[src/rtl/ariane_axi_soc.sv]
// AXI4 channel and bundle types used by the SoC masters and slaves
// (64-bit address/data, 4-bit ID, 1-bit user).
package ariane_axi_soc;

    localparam int unsigned AddrWidth = 64;
    localparam int unsigned DataWidth = 64;
    localparam int unsigned IdWidth   = 4;
    localparam int unsigned UserWidth = 1;
    localparam int unsigned StrbWidth = DataWidth / 8;

    typedef struct packed {
        logic [IdWidth-1:0]   id;
        logic [AddrWidth-1:0] addr;
        logic [7:0]           len;
        logic [2:0]           size;
        logic [1:0]           burst;
        logic                 lock;
        logic [3:0]           cache;
        logic [2:0]           prot;
        logic [3:0]           qos;
        logic [3:0]           region;
        logic [5:0]           atop;
        logic [UserWidth-1:0] user;
    } aw_chan_t;

    typedef struct packed {
        logic [DataWidth-1:0] data;
        logic [StrbWidth-1:0] strb;
        logic                 last;
        logic [UserWidth-1:0] user;
    } w_chan_t;

    typedef struct packed {
        logic [IdWidth-1:0]   id;
        logic [1:0]           resp;
        logic [UserWidth-1:0] user;
    } b_chan_t;

    typedef struct packed {
        logic [IdWidth-1:0]   id;
        logic [AddrWidth-1:0] addr;
        logic [7:0]           len;
        logic [2:0]           size;
        logic [1:0]           burst;
        logic                 lock;
        logic [3:0]           cache;
        logic [2:0]           prot;
        logic [3:0]           qos;
        logic [3:0]           region;
        logic [UserWidth-1:0] user;
    } ar_chan_t;

    typedef struct packed {
        logic [IdWidth-1:0]   id;
        logic [DataWidth-1:0] data;
        logic [1:0]           resp;
        logic                 last;
        logic [UserWidth-1:0] user;
    } r_chan_t;

    typedef struct packed {
        aw_chan_t aw;
        logic     aw_valid;
        w_chan_t  w;
        logic     w_valid;
        logic     b_ready;
        ar_chan_t ar;
        logic     ar_valid;
        logic     r_ready;
    } req_t;

    typedef struct packed {
        logic    aw_ready;
        logic    ar_ready;
        logic    w_ready;
        logic    b_valid;
        b_chan_t b;
        logic    r_valid;
        r_chan_t r;
    } resp_t;

endpackage

[src/rtl/mem2axi_pkg.sv]
// Shared types and constants for the mem2axi_master bridge.
package mem2axi_pkg;

    typedef enum logic [2:0] {
        IDLE   = 3'd0,
        WRITE  = 3'd1,
        B_WAIT = 3'd2,
        READ   = 3'd3,
        R_WAIT = 3'd4,
        RESP   = 3'd5
    } state_e;

    localparam int unsigned AXI_DATA_WIDTH_DEF = 64;
    localparam logic [2:0]  AXI_SIZE           = 3'($clog2(AXI_DATA_WIDTH_DEF / 8));
    localparam logic [1:0]  BURST_INCR         = 2'b01;

endpackage

[src/rtl/mem2axi_master.sv]
// req/gnt/rvalid memory port to single-beat AXI4 master, one transaction in flight.
// Optional MEM2AXI_ADDR_CHECK_EN: requests outside [ADDR_BASE, ADDR_BASE+ADDR_SIZE) fail locally.
module mem2axi_master
    import mem2axi_pkg::*;
#(
    parameter int unsigned AXI_ADDR_WIDTH = 64,
    parameter int unsigned AXI_DATA_WIDTH = 64,
    parameter logic [3:0]  AXI_ID         = 4'h0,
    parameter logic [63:0] ADDR_BASE      = 64'h8000_0000,
    parameter logic [63:0] ADDR_SIZE      = 64'h1000_0000
) (
    input  logic                        clk_i,
    input  logic                        rst_i,
    input  logic                        req_i,
    input  logic                        we_i,
    input  logic [AXI_ADDR_WIDTH-1:0]   addr_i,
    input  logic [AXI_DATA_WIDTH/8-1:0] be_i,
    input  logic [AXI_DATA_WIDTH-1:0]   wdata_i,
    output logic                        gnt_o,
    output logic                        rvalid_o,
    output logic [AXI_DATA_WIDTH-1:0]   rdata_o,
    output logic                        err_o,
    output logic                        busy_o,
    output ariane_axi_soc::req_t        axi_req_o,
    input  ariane_axi_soc::resp_t       axi_resp_i
);

    state_e                      state_q, state_d;
    logic [AXI_ADDR_WIDTH-1:0]   addr_q, addr_d;
    logic [AXI_DATA_WIDTH/8-1:0] be_q, be_d;
    logic [AXI_DATA_WIDTH-1:0]   wdata_q, wdata_d;
    logic [AXI_DATA_WIDTH-1:0]   rdata_q, rdata_d;
    logic                        err_q, err_d;
    logic                        aw_done_q, aw_done_d;
    logic                        w_done_q, w_done_d;

    logic aw_valid, w_valid, aw_hs, w_hs;
    logic addr_ok;

`ifdef MEM2AXI_ADDR_CHECK_EN
    // Subtract-then-compare keeps the upper bound exact even when BASE+SIZE wraps.
    assign addr_ok = (64'(addr_i) >= ADDR_BASE) && ((64'(addr_i) - ADDR_BASE) < ADDR_SIZE);
`else
    logic unused_window;
    assign addr_ok       = 1'b1;
    assign unused_window = ^{ADDR_BASE, ADDR_SIZE};
`endif

    // Response fields the bridge does not need for single-beat transfers.
    logic unused_resp;
    assign unused_resp = ^{axi_resp_i.b.id, axi_resp_i.b.resp[0], axi_resp_i.b.user,
                           axi_resp_i.r.id, axi_resp_i.r.resp[0], axi_resp_i.r.last,
                           axi_resp_i.r.user};

    assign aw_valid = (state_q == WRITE) && !aw_done_q;
    assign w_valid  = (state_q == WRITE) && !w_done_q;
    assign aw_hs    = aw_valid && axi_resp_i.aw_ready;
    assign w_hs     = w_valid && axi_resp_i.w_ready;

    assign gnt_o    = req_i && (state_q == IDLE);
    assign busy_o   = (state_q != IDLE);
    assign rvalid_o = (state_q == RESP);
    assign err_o    = (state_q == RESP) && err_q;
    assign rdata_o  = rdata_q;

    always_comb begin
        state_d   = state_q;
        addr_d    = addr_q;
        be_d      = be_q;
        wdata_d   = wdata_q;
        rdata_d   = rdata_q;
        err_d     = err_q;
        aw_done_d = aw_done_q;
        w_done_d  = w_done_q;

        unique case (state_q)
            IDLE: begin
                if (gnt_o) begin
                    addr_d    = addr_i;
                    be_d      = be_i;
                    wdata_d   = wdata_i;
                    rdata_d   = '0;
                    err_d     = 1'b0;
                    aw_done_d = 1'b0;
                    w_done_d  = 1'b0;
                    if (!addr_ok) begin
                        err_d   = 1'b1;
                        state_d = RESP;
                    end else begin
                        state_d = we_i ? WRITE : READ;
                    end
                end
            end
            WRITE: begin
                if (aw_hs) aw_done_d = 1'b1;
                if (w_hs)  w_done_d  = 1'b1;
                if ((aw_done_q || aw_hs) && (w_done_q || w_hs)) state_d = B_WAIT;
            end
            B_WAIT: begin
                if (axi_resp_i.b_valid) begin
                    err_d   = axi_resp_i.b.resp[1];
                    state_d = RESP;
                end
            end
            READ: begin
                if (axi_resp_i.ar_ready) state_d = R_WAIT;
            end
            R_WAIT: begin
                if (axi_resp_i.r_valid) begin
                    rdata_d = axi_resp_i.r.data;
                    err_d   = axi_resp_i.r.resp[1];
                    state_d = RESP;
                end
            end
            RESP:    state_d = IDLE;
            default: state_d = IDLE;
        endcase
    end

    always_comb begin
        axi_req_o          = '0;
        axi_req_o.aw.id    = AXI_ID;
        axi_req_o.aw.addr  = 64'(addr_q);
        axi_req_o.aw.size  = AXI_SIZE;
        axi_req_o.aw.burst = BURST_INCR;
        axi_req_o.aw_valid = aw_valid;
        axi_req_o.w.data   = 64'(wdata_q);
        axi_req_o.w.strb   = 8'(be_q);
        axi_req_o.w.last   = 1'b1;
        axi_req_o.w_valid  = w_valid;
        axi_req_o.b_ready  = (state_q == B_WAIT);
        axi_req_o.ar.id    = AXI_ID;
        axi_req_o.ar.addr  = 64'(addr_q);
        axi_req_o.ar.size  = AXI_SIZE;
        axi_req_o.ar.burst = BURST_INCR;
        axi_req_o.ar_valid = (state_q == READ);
        axi_req_o.r_ready  = (state_q == R_WAIT);
    end

    always_ff @(posedge clk_i) begin
        if (rst_i) begin
            state_q   <= IDLE;
            addr_q    <= '0;
            be_q      <= '0;
            wdata_q   <= '0;
            rdata_q   <= '0;
            err_q     <= 1'b0;
            aw_done_q <= 1'b0;
            w_done_q  <= 1'b0;
        end else begin
            state_q   <= state_d;
            addr_q    <= addr_d;
            be_q      <= be_d;
            wdata_q   <= wdata_d;
            rdata_q   <= rdata_d;
            err_q     <= err_d;
            aw_done_q <= aw_done_d;
            w_done_q  <= w_done_d;
        end
    end

endmodule

[config.mk]
export PLATFORM = sky130hd
export DESIGN_NAME = mem2axi_master
export DESIGN_NICKNAME = d
export VERILOG_FILES = /design/src/rtl/ariane_axi_soc.sv /design/src/rtl/mem2axi_pkg.sv /design/src/rtl/mem2axi_master.sv
export SDC_FILE = /design/constraint.sdc
export NUM_CORES = 1
export LEC_CHECK = 0
export ABC_AREA = 1
export CAP_MARGIN = 40
export CORE_AREA = 4 4 218 220
export DETAILED_ROUTE_END_ITERATION = 8
export DIE_AREA = 0 0 222 224
export DONT_BUFFER_PORTS = 1
export PLACE_DENSITY_LB_ADDON = 0.2
export SYNTH_ARGS = -nofsm -noshare
export SYNTH_HDL_FRONTEND = slang
export SYNTH_SLANG_ARGS = --single-unit
[constraint.sdc]
create_clock -name clk_i -period 3.2 [get_ports clk_i]
set_input_delay 0.16 -clock clk_i [delete_from_list [all_inputs] [get_ports clk_i]]
set_output_delay 0.16 -clock clk_i [all_outputs]
set_load 0.01 [all_outputs]
**After elaboration in Yosys (flattened, before gate mapping)**

Cells that the tools add are included.
Widths: inputs -> output; s select.

- Word-level logic and storage cells: 60
- Input bits: 224
- Bits in registers: 206
- Output and inout bits: 349

- Equality and inequality tests: 12
- Reduce and logical (&&, ||, !) cells: 22
- Mux-type cells: 18

Operator list:

| operator | number |
|---|---|
| $mux 64 | 2 |
| $pmux 64 s2 | 1 |
| $mux 3 | 5 |
| $pmux 3 s5 | 1 |
| $reduce_and 3->1 | 3 |
| $ne 2x1->1 const B | 4 |
| $logic_and 1x1->1 | 7 |
| $eq 3x2->1 const B | 2 |
| $eq 3x3->1 const B | 2 |
| $ne 2x2->1 const B | 3 |
| $reduce_bool 3->1 | 2 |
| $mux 1 | 5 |
| $reduce_and 5->1 | 1 |
| $pmux 1 s2 | 2 |
| $reduce_and 4->1 | 1 |
| $reduce_bool 2->1 | 2 |
| $eq 3x1->1 const B | 1 |
| $logic_not 3->1 | 1 |
| $pmux 1 s3 | 1 |
| $logic_not 1->1 | 2 |
| $logic_or 1x1->1 | 2 |
| $mux 2 | 1 |
| $reduce_and 2->1 | 1 |

**Logic depth before layout (Yosys ltp)**

- Depth after elaboration: 7
- Mapped depth: 9
- Depth with buffers taken out: 9

**Worst setup path before layout**

Ideal clock, no wire load.

- Kind: flip-flop to flip-flop
- Start: register state_q[2]
- End: register state_q[1]
- Setup time: 0.115 ns
- Arrival time: 1.212 ns
- Setup slack: 1.873 ns
- Path buffers: 0
- Stages on the path, launching flop included: 9
- Clock period less this slack: 1.327 ns
- Required time: 3.085 ns
- Cell sequence: dfxtp_1 > inv_1 > nand2_1 > nor2_1 > nand2_1 > inv_1 > nor2_4 > a21oi_1 > nor2_1

RTL lines:

| item | line | RTL |
|---|---|---|
| start, declared | mem2axi_master.sv:28 | `state_e state_q, state_d;` |
| start signal, assigned | mem2axi_master.sv:151 | `state_q <= state_d;` |

**Worst setup path in the final report**

- Start: register state_q[1]
- End: register rdata_q[37] (netlist: rdata_o[37])

- Word-level cells in the longest chain between the ends: 4
- Elaborated cells on any way between the ends: 8
- Those cells by class: 3 x eq/ne; 1 x mux; 4 x reduce/logical

RTL lines:

| item | line | RTL |
|---|---|---|
| $logic_not 3->1 | mem2axi_master.sv:60, mem2axi_master.sv:76 |  |
| $logic_and 1x1->1 | mem2axi_master.sv:60 | `assign gnt_o = req_i && (state_q == IDLE);` |
| $ne 2x2->1 (no line) | -- |  |
| $reduce_and 3->1 (no line) | -- |  |
| end signal, assigned | mem2axi_master.sv:155 | `rdata_q <= rdata_d;` |
| end, declared | mem2axi_master.sv:32 | `logic [AXI_DATA_WIDTH-1:0] rdata_q, rdata_d;` |

Several ways; a longest one is shown, not always the timed one.
A chain may end at the register's enable or synchronous reset.

==> impl_metrics.py <==
metrics = {
    "placed_design": {
        "port_buffers": 0,
        "dp_cells": 1565,
        "place.gp.congestion": 0.764,
        "dp_hpwl_mm": 18.6,
        "pre_cts_ws_ps": 1210,
    },
    "power_and_ir_drop": {
        "switching_share_pct": 35.4,
        "seqPwrFrac_pct": 43.0,
        "power_leakage_nw": 4.19,
        "peakVddDrop_mv": 0.447,
        "power.internal_mw": 5.39,
        "switching_power_mw": 2.95,
        "clockPowerShare_pct": 33.9,
        "p_comb_share_pct": 23.1,
        "p_per_area_nw_per_um2": 752,
    },
    "floorplan": {
        "num_io_pins": 573,
        "dieArea_um2": 49700,
        "rows": 78,
        "start_util_pct": 18.7,
        "die_h_um": 224,
        "core_um2": 45300,
        "fp.dieW_um": 222,
    },
    "sta": {
        "fin_crit_ps": 2440,
        "rsz0062_at_grt": "no",
        "setup_viol": 0,
        "max_freq_mhz": 410,
        "finalCritPeriodShare_pct": 76.2,
        "max_slew.worst_pin.slew_ps": 1160,
        "relSlewSlack_pct": 22.8,
        "fin_setup_tns_ps": 0,
        "fin_skew_ps": 7.81,
        "timing.final.ws_setup_ps": 762,
        "hold_viol": 0,
        "drv_slew": 0,
    },
    "detailed_routing": {
        "drtPass1Iterations": 6,
        "drt_iter0_markers": 234,
        "drt-total-wl_mm": 27.6,
        "via_per_inst": 3.89,
        "wl_per_cell_um": 15.2,
        "num_vias": 7076,
        "drc_errors": 0,
        "ant_nets": 0,
    },
    "finish": {
        "fin_util_pct": 24.5,
        "final_net_count": 1424,
        "num_antenna_cells": 0,
        "drive_above_1_share_pct": 6.00,
        "area_delta_synth_final_pct": 30.9,
        "layoutNonFillerInstCount": 1817,
        "n_fill_cell": 4907,
    },
    "hold_path": {
        "min_path_cells": 6,
        "hp-class": "input pin to flop",
        "hold_path_startpoint": "axi_resp_i[80]",
        "min_to": "err_q",
    },
    "yosys": {
        "synth_area_leaders": "dfxtp_1 49%, nand2_1 18%, buf_4 14%",
        "syn_inst": 1082,
        "synthTopCellsByCount": "409 x nand2_1, 206 x dfxtp_1, 203 x a21oi_1, 161 x buf_4, 22 x clkbuf_1",
        "avgSynthCellArea_um2": 7.83,
        "ys.warnings.count": 0,
        "ys_types": 22,
        "synth-main-ff-cell": "dfxtp_1",
        "async_reset_ff_share_pct": 0,
        "yosysMostFrequentCell": "nand2_1",
        "yosysTopAreaCellShare_pct": 48.7,
        "syn_area_um2": 8470,
        "synth_edf_count": 0,
        "yosysSeqAreaShare_pct": 48.7,
        "synth_area_leader_cell": "dfxtp_1",
        "synth_seq_cells": 206,
    },
    "global_routing": {
        "grt_max_degree": 175,
        "grt_antenna_before_repair": 0,
        "grt_pass1_vias": 7165,
        "overflow": 0,
        "grt_first_pass_wirelength_mm": 41.5,
        "grt_usage_pct": 10.2,
    },
    "worst_setup_path": {
        "path_cells": "inv_2 > nand2_2 > nor2_4 > nand2_1 > nand3_4 > nand2_1 > a21oi_1 > dlygate4sd3_1",
        "worst-path-buf-inv": 2,
        "cpPeakStageDelay_ps": 600,
        "cp_top_family": "simple AND/OR/NAND/NOR gates",
        "end_kind": "flop",
        "r2r-end": "rdata_o[37]",
        "arrival_ps": 2850,
        "critPathLaunchType": "flop",
        "cp.required_ps": 3610,
        "r2r_setup_slack_ps": 760,
        "critPathKind": "flop to flop",
        "reg2reg_depth": 8,
        "critical_path.most_common_cell": "nand2_1",
        "crit_fanout": 64,
        "crit_slowest_cell": "nand3_4",
        "r2r-start": "state_q[1]",
    },
    "cts": {
        "path_clk_slew_ps": 60,
        "clk_latency_ps": 520,
        "cts-hold-fix-buffers": 209,
        "clockBufferDepth": 3,
        "cts_root_buf": "clkbuf_16",
        "cts_resized": 0,
        "clock-sinks": 206,
        "numCtsBuffers": 24,
        "h-tree-depth": 1,
        "cts_setup_buffers": 0,
        "cts_tree": "yes",
    },
    "run": {
        "cap_violations": 0,
    },
    "run_status": {
        "outcome": "finished clean",
    },
}
==> state kept, by name, summed over array words and instances, names as in the netlist <==
register	count
addr_q	64
aw_done_q	1
be_q	8
err_q	1
rdata_o	64
state_q	3
w_done_q	1
wdata_q	64
==> worst min-delay path, stage by stage <==
cell and delay [ps]:
inv_1 30, nand2_1 60, nand3_1 90, nor2_1 50
nor2_1 80, nor2_1 50
==> layout make-up <==
| cell class | instances | area (um^2) | area share (%) |
|---|---|---|---|
| multi-input combinational | 728 | 3080 | 27.8 |
| tap | 600 | 751 | 6.77 |
| clock buffer | 40 | 792 | 7.14 |
| inverter | 16 | 62.6 | 0.564 |
| clock inverter | 3 | 40.0 | 0.361 |
| timing repair buffer | 224 | 2250 | 20.3 |
| sequential | 206 | 4120 | 37.2 |
==> how the worst max path moves through the flow <==
stage | to | cells after the start | start | slack [ps]
floorplan | state_q[1] | 8 | state_q[2] | 1870
global placement | rdata_o[53] | 6 | state_q[1] | 1170
detailed placement | rdata_o[53] | 7 | state_q[1] | 1210
CTS | rdata_o[48] | 8 | state_q[1] | 700
global route | rdata_o[48] | 8 | state_q[1] | 500
finish | rdata_o[37] | 8 | state_q[1] | 760
==> metal layers <==
layer	vias to the layer above	GRT usage (%)	wire [um]
met3	29	3.92	2800
met1	3246	11.3	10400
met4	0	3.04	563
met5	-	0	0
li1	3441	-	-
met2	360	18.2	13800
==> power by group through the flow <==
stage	clock network, mW	logic [mW]	registers [mW]
final	2.83	1.93	3.59
after global routing	3.04	2.18	3.65
after CTS	2.96	1.96	3.60
after detailed placement	0	1.65	3.65
after global placement	0	1.62	3.66
after floorplan	0	1.83	3.41
==> stage by stage <==
stage / power [mW] / hold slack, ps / cell area, um^2
global placement: 5.28 / 244 / 8140
global route: 8.87 / 39.6 / 11100
CTS: 8.53 / 10.8 / 11100
finish: 8.35 / 40.8 / 11100
floorplan: 5.24 / 303 / 8750
detailed placement: 5.30 / 248 / 8160
==> cell families (layout without fill, tap and decap cells) <==
logic type	count (synthesis)	in the layout	share of synthesized area, %
and+or+nand+nor	446	446	20.8
buffers and inverters	222	283	18.3
AOI/OAI and AO/OA	206	206	12.2
DFF	206	206	48.7
other	2	76	0.0886
==> layout by cell type, fill, tap and decap left out, drive strengths merged <==
cell type,netlist,routed
nand2,418,418
a21oi,204,204
nand3,6,6
clkinv,0,2
o21ai,1,1
conb,2,76
nand4,1,1
inv,16,16
and3,1,1
nor3,2,2
clkbuf,22,40
dfxtp,206,206
bufinv,0,1
buf,184,16
dlygate4sd3,0,208
a31oi,1,1
nor2,18,18
(Power assumes the default switching activity.)
